===== src/rtl/id_ex_stage.sv =====
// ID/EX pipeline register with load-use hazard detection, bubble insertion and flush handling.
// Latency: 1 cycle ID->EX; stall and flush_ifid are combinational from current inputs and registered state.
// Backpressure: stall holds PC and IF/ID for exactly one cycle per load-use; flush overrides and squashes IF/ID.
//
// Ports:
//   clk, rst_n            clock, asynchronous active-low reset
//   id_*                  decoded instruction fields from the decode slot
//   flush                 redirect from EX (taken branch/jump)
//   ex_*                  registered fields presented to EX / forwarding unit
//   stall, flush_ifid     hazard controls back to fetch/decode
//   bubble_cnt            saturating count of inserted bubbles (only with ID_EX_BUBBLE_COUNT_EN)
module id_ex_stage #(
    parameter int DATA_W = 8,
    parameter int CTRL_W = 6
) (
    input  logic              clk,
    input  logic              rst_n,
    input  logic              id_valid,
    input  logic              flush,
    input  logic [4:0]        id_rs1,
    input  logic [4:0]        id_rs2,
    input  logic [4:0]        id_rd,
    input  logic              id_use_rs1,
    input  logic              id_use_rs2,
    input  logic [DATA_W-1:0] id_rs1_data,
    input  logic [DATA_W-1:0] id_rs2_data,
    input  logic [DATA_W-1:0] id_imm,
    input  logic [CTRL_W-1:0] id_ctrl,
    input  logic              id_regwrite,
    input  logic              id_memread,
    input  logic              id_memwrite,
    input  logic              id_memtoreg,
    output logic              ex_valid,
    output logic [4:0]        ex_rs1,
    output logic [4:0]        ex_rs2,
    output logic [4:0]        ex_rd,
    output logic [DATA_W-1:0] ex_rs1_data,
    output logic [DATA_W-1:0] ex_rs2_data,
    output logic [DATA_W-1:0] ex_imm,
    output logic [CTRL_W-1:0] ex_ctrl,
    output logic              ex_regwrite,
    output logic              ex_memread,
    output logic              ex_memwrite,
    output logic              ex_memtoreg,
`ifdef ID_EX_BUBBLE_COUNT_EN
    output logic [15:0]       bubble_cnt,
`endif
    output logic              stall,
    output logic              flush_ifid
);

    localparam logic ST_RUN    = 1'b0;
    localparam logic ST_BUBBLE = 1'b1;

    logic state_q, state_d;

    logic              ex_valid_q, ex_valid_d;
    logic [4:0]        ex_rs1_q, ex_rs1_d, ex_rs2_q, ex_rs2_d, ex_rd_q, ex_rd_d;
    logic [DATA_W-1:0] ex_rs1_data_q, ex_rs1_data_d;
    logic [DATA_W-1:0] ex_rs2_data_q, ex_rs2_data_d;
    logic [DATA_W-1:0] ex_imm_q, ex_imm_d;
    logic [CTRL_W-1:0] ex_ctrl_q, ex_ctrl_d;
    logic              ex_regwrite_q, ex_regwrite_d;
    logic              ex_memread_q, ex_memread_d;
    logic              ex_memwrite_q, ex_memwrite_d;
    logic              ex_memtoreg_q, ex_memtoreg_d;

    logic hz;
    logic load_bubble;

    // Load in EX whose destination is a source the decode slot really reads.
    always_comb begin
        hz = id_valid & ex_valid_q & ex_memread_q & (ex_rd_q != 5'd0) &
             ((id_use_rs1 & (id_rs1 == ex_rd_q)) | (id_use_rs2 & (id_rs2 == ex_rd_q)));
    end

    // FSM: state register
    always_ff @(posedge clk or negedge rst_n) begin
        if (!rst_n) state_q <= ST_RUN;
        else        state_q <= state_d;
    end

    // FSM: next state; flush always returns to RUN
    always_comb begin
        state_d = state_q;
        case (state_q)
            ST_RUN:    if (hz && !flush) state_d = ST_BUBBLE;
            ST_BUBBLE: state_d = ST_RUN;
            default:   state_d = ST_RUN;
        endcase
        if (flush) state_d = ST_RUN;
    end

    // FSM: outputs. BUBBLE masks hz so one load never stalls twice; rst_n gating keeps both low in reset.
    always_comb begin
        stall      = rst_n & hz & ~flush & (state_q == ST_RUN);
        flush_ifid = rst_n & flush;
    end

    assign load_bubble = flush | stall | ~id_valid;

    // Next EX contents: all-zero bubble, or the decode fields with x0 writes suppressed.
    always_comb begin
        ex_valid_d    = 1'b0;
        ex_rs1_d      = '0;
        ex_rs2_d      = '0;
        ex_rd_d       = '0;
        ex_rs1_data_d = '0;
        ex_rs2_data_d = '0;
        ex_imm_d      = '0;
        ex_ctrl_d     = '0;
        ex_regwrite_d = 1'b0;
        ex_memread_d  = 1'b0;
        ex_memwrite_d = 1'b0;
        ex_memtoreg_d = 1'b0;
        if (!load_bubble) begin
            ex_valid_d    = 1'b1;
            ex_rs1_d      = id_rs1;
            ex_rs2_d      = id_rs2;
            ex_rd_d       = id_rd;
            ex_rs1_data_d = id_rs1_data;
            ex_rs2_data_d = id_rs2_data;
            ex_imm_d      = id_imm;
            ex_ctrl_d     = id_ctrl;
            ex_regwrite_d = id_regwrite & (id_rd != 5'd0);
            ex_memread_d  = id_memread;
            ex_memwrite_d = id_memwrite;
            ex_memtoreg_d = id_memtoreg;
        end
    end

    always_ff @(posedge clk or negedge rst_n) begin
        if (!rst_n) begin
            ex_valid_q    <= 1'b0;
            ex_rs1_q      <= '0;
            ex_rs2_q      <= '0;
            ex_rd_q       <= '0;
            ex_rs1_data_q <= '0;
            ex_rs2_data_q <= '0;
            ex_imm_q      <= '0;
            ex_ctrl_q     <= '0;
            ex_regwrite_q <= 1'b0;
            ex_memread_q  <= 1'b0;
            ex_memwrite_q <= 1'b0;
            ex_memtoreg_q <= 1'b0;
        end else begin
            ex_valid_q    <= ex_valid_d;
            ex_rs1_q      <= ex_rs1_d;
            ex_rs2_q      <= ex_rs2_d;
            ex_rd_q       <= ex_rd_d;
            ex_rs1_data_q <= ex_rs1_data_d;
            ex_rs2_data_q <= ex_rs2_data_d;
            ex_imm_q      <= ex_imm_d;
            ex_ctrl_q     <= ex_ctrl_d;
            ex_regwrite_q <= ex_regwrite_d;
            ex_memread_q  <= ex_memread_d;
            ex_memwrite_q <= ex_memwrite_d;
            ex_memtoreg_q <= ex_memtoreg_d;
        end
    end

    assign ex_valid    = ex_valid_q;
    assign ex_rs1      = ex_rs1_q;
    assign ex_rs2      = ex_rs2_q;
    assign ex_rd       = ex_rd_q;
    assign ex_rs1_data = ex_rs1_data_q;
    assign ex_rs2_data = ex_rs2_data_q;
    assign ex_imm      = ex_imm_q;
    assign ex_ctrl     = ex_ctrl_q;
    assign ex_regwrite = ex_regwrite_q;
    assign ex_memread  = ex_memread_q;
    assign ex_memwrite = ex_memwrite_q;
    assign ex_memtoreg = ex_memtoreg_q;

`ifdef ID_EX_BUBBLE_COUNT_EN
    // Counts only bubbles caused by a hazard or a flush, not empty decode slots.
    logic [15:0] bubble_cnt_q, bubble_cnt_d;

    always_comb begin
        bubble_cnt_d = bubble_cnt_q;
        if ((flush || stall) && (bubble_cnt_q != 16'hFFFF))
            bubble_cnt_d = bubble_cnt_q + 16'd1;
    end

    always_ff @(posedge clk or negedge rst_n) begin
        if (!rst_n) bubble_cnt_q <= 16'd0;
        else        bubble_cnt_q <= bubble_cnt_d;
    end

    assign bubble_cnt = bubble_cnt_q;
`endif

endmodule


===== config.mk =====
export PLATFORM = sky130hd
export DESIGN_NAME = id_ex_stage
export DESIGN_NICKNAME = d
export VERILOG_FILES = /design/src/rtl/id_ex_stage.sv
export SDC_FILE = /design/constraint.sdc
export NUM_CORES = 1
export LEC_CHECK = 0
export ABC_CLOCK_PERIOD_IN_PS = 1750
export CORE_AREA = 4 4 61 105
export DETAILED_ROUTE_END_ITERATION = 8
export DIE_AREA = 0 0 65 109
export PLACE_DENSITY = 0.75
export SLEW_MARGIN = 20
export SYNTH_ARGS = -nofsm -noshare
export SYNTH_HDL_FRONTEND = slang
export SYNTH_SLANG_ARGS = --single-unit

===== constraint.sdc =====
create_clock -name clk -period 1.75 [get_ports clk]
set_input_delay 0.175 -clock clk [delete_from_list [all_inputs] [get_ports clk]]
set_output_delay 0.175 -clock clk [all_outputs]
set_load 0.01 [all_outputs]

==> reports/qor.txt <==
STATUS
------------------------------------------------------------------------------------------
Status                                                                        complete, but fails checks
Failing checks                                                                negative setup slack

LOGIC SYNTHESIS
------------------------------------------------------------------------------------------
Avg Synthesized Cell Area                                                         13.9 um2
Warning count from the yosys run                                                         0
Post-synth cell types                                                                   17
Net count after synthesis                                                              185
Number of standard cells after synthesis                                               130
Synthesized flop and latch total                                                        51
Sequential area share after synthesis                                                70.7%
Post-synth design cell area                                                       1800 um2

SETUP PATH
------------------------------------------------------------------------------------------
Category of the worst setup path launch point                                    flip-flop
Register-to-register setup slack                                                  -0.22 ns
Critical path class                                                           flip-flop to flip-flop
Crit path capture type                                                           flip-flop
Endpoint arrival time on the critical path                                         2.21 ns
Data required, critical path                                                       1.99 ns
Crit Path Max Fanout                                                                    15

FLOORPLANNING
------------------------------------------------------------------------------------------
Width of the chip                                                                    65 um
Number of core rows                                                                     36
Total Die Area                                                                    7090 um2
Starting density of the core                                                         32.6%
Core area                                                                         5540 um2
Number of I/O pins                                                                     107
Vertical die dimension                                                              109 um

FINISH
------------------------------------------------------------------------------------------
Sequential cell area                                                              1280 um2
Share of cells above drive strength 1                                                17.2%
Number of fill cells                                                                   465
Antenna Diode Count                                                                      0
Area growth, synth to finish                                                         85.4%
Multi-input combinational cell area                                                557 um2
Layout Nets                                                                            316
Post-layout instance area                                                         3340 um2

TIMING
------------------------------------------------------------------------------------------
Hold Slack                                                                        0.413 ns
Setup repair after global routing missed its margin                                    yes
Final hold violations                                                                    0
Least-Margin Pin Slew                                                             0.429 ns
Number of setup violations in the final report                                          51
PnR worst setup slack                                                            -0.217 ns
Final critical-path share of the clock period                                         112%
Shortest period the worst path allows                                              1.97 ns
Final-report max-slew violation count                                                    0
Slew HR                                                                              71.4%
Highest clock rate                                                               0.508 GHz
Worst clock skew on the final layout                                            0.00632 ns

GRT
------------------------------------------------------------------------------------------
Aggregate global-route resource usage                                                14.1%
Total congestion overflow after global routing                                           0
Wire length of the first global-routing pass                                       7.39 mm
Initial antenna violation count                                                          0
Pin count of the biggest net entering global routing                                    36
Via count of the first global-routing pass                                            1572

DETAILED ROUTING
------------------------------------------------------------------------------------------
Detail-routed via count per cell                                                      4.20
Post-detailed-route DRC marker count                                                     0
DRT Wirelength                                                                     4.91 mm
Via count of the routed design                                                        1419
Detailed Routing Iterations Pass 1                                                       4
Remaining number of nets flagged by the antenna check after routing                      0
Mean routed wirelength per cell                                                    14.5 um
Count of routing violations after the opening detailed-route iteration                  30

PLACED DESIGN
------------------------------------------------------------------------------------------
Number of I/O port buffers                                                             106
Placer congestion estimate                                                           0.767
Post-placement cell area                                                          3050 um2
HPWL after detailed placement                                                      3.51 mm

CLOCK TREE
------------------------------------------------------------------------------------------
CTS tree                                                                             built
Latest clock arrival within the worst-skew pair                                    0.30 ns
H-tree lvl count                                                                         2
Clock tree root driver cell                                                   sky130_fd_sc_hd__clkbuf_8
Number of buffers inserted during clock tree synthesis                                   5
Clock edge transition at the registers on the reported setup and hold paths        0.09 ns
TritonCTS sink count                                                                    51
Maximum clock insertion buffer count                                                     2

POWER AND IR DROP
------------------------------------------------------------------------------------------
Pwr/cell area                                                                   693 nW/um2
Static leakage power                                                               1.50 nW
Peak supply drop                                                                0.000713 V

FLOW RUN
------------------------------------------------------------------------------------------
Reported max-cap violation count                                                         0

MIN PATH
------------------------------------------------------------------------------------------
Min-Delay Path Class                                                          primary input to flip-flop

cells in the final DEF (no fill, tap or decap), types with 3 or more instances in the layout:
master / count
sky130_fd_sc_hd__clkdlybuf4s50_1: 103
sky130_fd_sc_hd__buf_12: 3
sky130_fd_sc_hd__xnor2_1: 7
sky130_fd_sc_hd__and2_4: 7
sky130_fd_sc_hd__dfrtp_1: 51
sky130_fd_sc_hd__and2_1: 43
sky130_fd_sc_hd__buf_4: 15
sky130_fd_sc_hd__clkbuf_8: 5
sky130_fd_sc_hd__xnor2_2: 3
layout make-up:
| class | instances | share of cell area (%) |
|---|---|---|
| Clock buffer | 6 | 2.17 |
| Clock inverter | 2 | 0.374 |
| Multi-Input combinational cell | 74 | 16.6 |
| Sequential cell | 51 | 38.2 |
| Tap cell | 76 | 2.84 |
| Timing Repair Buffer | 129 | 39.8 |
timing repair:
action | in CTS | in global routing
pin swaps | 5 | 11
resized for setup | 11 | 13
gates cloned | 2 | 2
buffers inserted | 3 | 3
endpoints found under the hold margin | 16 | 0
setup endpoints to repair | 51 | 52
hold buffers | 1 | 0
final timing paths:
check	from	end	cells after the start
worst max-delay path	ex_rd[1]$_DFF_PN0_	ex_rs2_data[3]$_DFF_PN0_	8
min in group asynchronous	rst_n	ex_ctrl[2]$_DFF_PN0_	3
worst min-delay path	id_ctrl[4]	ex_ctrl[4]$_DFF_PN0_	2
max in group asynchronous	rst_n	ex_imm[1]$_DFF_PN0_	3
worst min register to register	state_q$_DFF_PN0_	state_q$_DFF_PN0_	5
worst max register to register	ex_rd[1]$_DFF_PN0_	ex_rs2_data[3]$_DFF_PN0_	8
flip-flops by register name (all words and copies together) (netlist names):
register and count:
ex_valid 1, ex_rs1 5, ex_rs2 5, ex_rs1_data 8
ex_memtoreg 1, ex_regwrite 1, state_q 1, ex_imm 8
ex_rs2_data 8, ex_ctrl 6, ex_rd 5, ex_memread 1
ex_memwrite 1
metal layers:
layer,part of all wire (%),global-route usage [%]
met4,1.6,4.99
met1,32,12.8
met3,7.5,4.54
met2,59,28.2
met5,0,0
critical path, stage by stage, from the launching register on:
cell,delay [ns]
sky130_fd_sc_hd__dfrtp_1,0.41
sky130_fd_sc_hd__or4_4,0.56
sky130_fd_sc_hd__nor2_4,0.11
sky130_fd_sc_hd__nor3_2,0.05
sky130_fd_sc_hd__buf_4,0.14
sky130_fd_sc_hd__a31oi_4,0.22
sky130_fd_sc_hd__buf_12,0.16
sky130_fd_sc_hd__buf_12,0.12
sky130_fd_sc_hd__and2_4,0.14
stage by stage:
stage                     power, mW  std cells  setup WS, ns  TNS, ns  util [%]
after floorplan                1.36        130        0.0530        0         -
after global placement         1.63        320        -0.344    -7.02      55.1
after detailed placement       1.63        320        -0.329    -7.55      55.1
after CTS                      2.33        334        -0.180    -7.94      58.6
after global routing           2.43        338        -0.270   -12.13      60.4
final                          2.32        338        -0.217    -9.42      60.4
kinds of logic after synthesis:
kind of cell / count (synthesis) / share of synthesized area [%]
simple gates: 61 / 20.8
flops: 51 / 70.7
compound gates: 3 / 2.08
buf+inv: 5 / 1.53
xor+xnor: 10 / 4.85
cells in the mapped netlist:
cell type | instances | area [um2]
sky130_fd_sc_hd__nand4_1 | 2 | 12.5
sky130_fd_sc_hd__dfrtp_1 | 51 | 1280
sky130_fd_sc_hd__o22ai_1 | 1 | 6.26
sky130_fd_sc_hd__nand2b_1 | 1 | 6.26
sky130_fd_sc_hd__or4_1 | 1 | 7.51
sky130_fd_sc_hd__buf_2 | 4 | 20.0
sky130_fd_sc_hd__and2_1 | 50 | 313
sky130_fd_sc_hd__o311a_1 | 1 | 10.0
sky130_fd_sc_hd__nor2_1 | 1 | 3.75
sky130_fd_sc_hd__nand3b_1 | 1 | 7.51
sky130_fd_sc_hd__nor3_1 | 1 | 5.00
sky130_fd_sc_hd__buf_4 | 1 | 7.51
sky130_fd_sc_hd__or3_1 | 1 | 6.26
sky130_fd_sc_hd__nand2_1 | 2 | 7.51
sky130_fd_sc_hd__a31oi_4 | 1 | 21.3
sky130_fd_sc_hd__xnor2_1 | 10 | 87.6
sky130_fd_sc_hd__and3_1 | 1 | 6.26
where the power goes:
group / switching [mW] / total, mW / leakage (nW) / internal [mW]
combinational: 0.144 / 0.426 / 0.776 / 0.282
sequential: 0.0150 / 1.24 / 0.686 / 1.22
clock: 0.377 / 0.657 / 0.0412 / 0.280
total: 0.536 / 2.32 / 1.50 / 1.78
No activity file was read; power rests on OpenSTA's default activity.
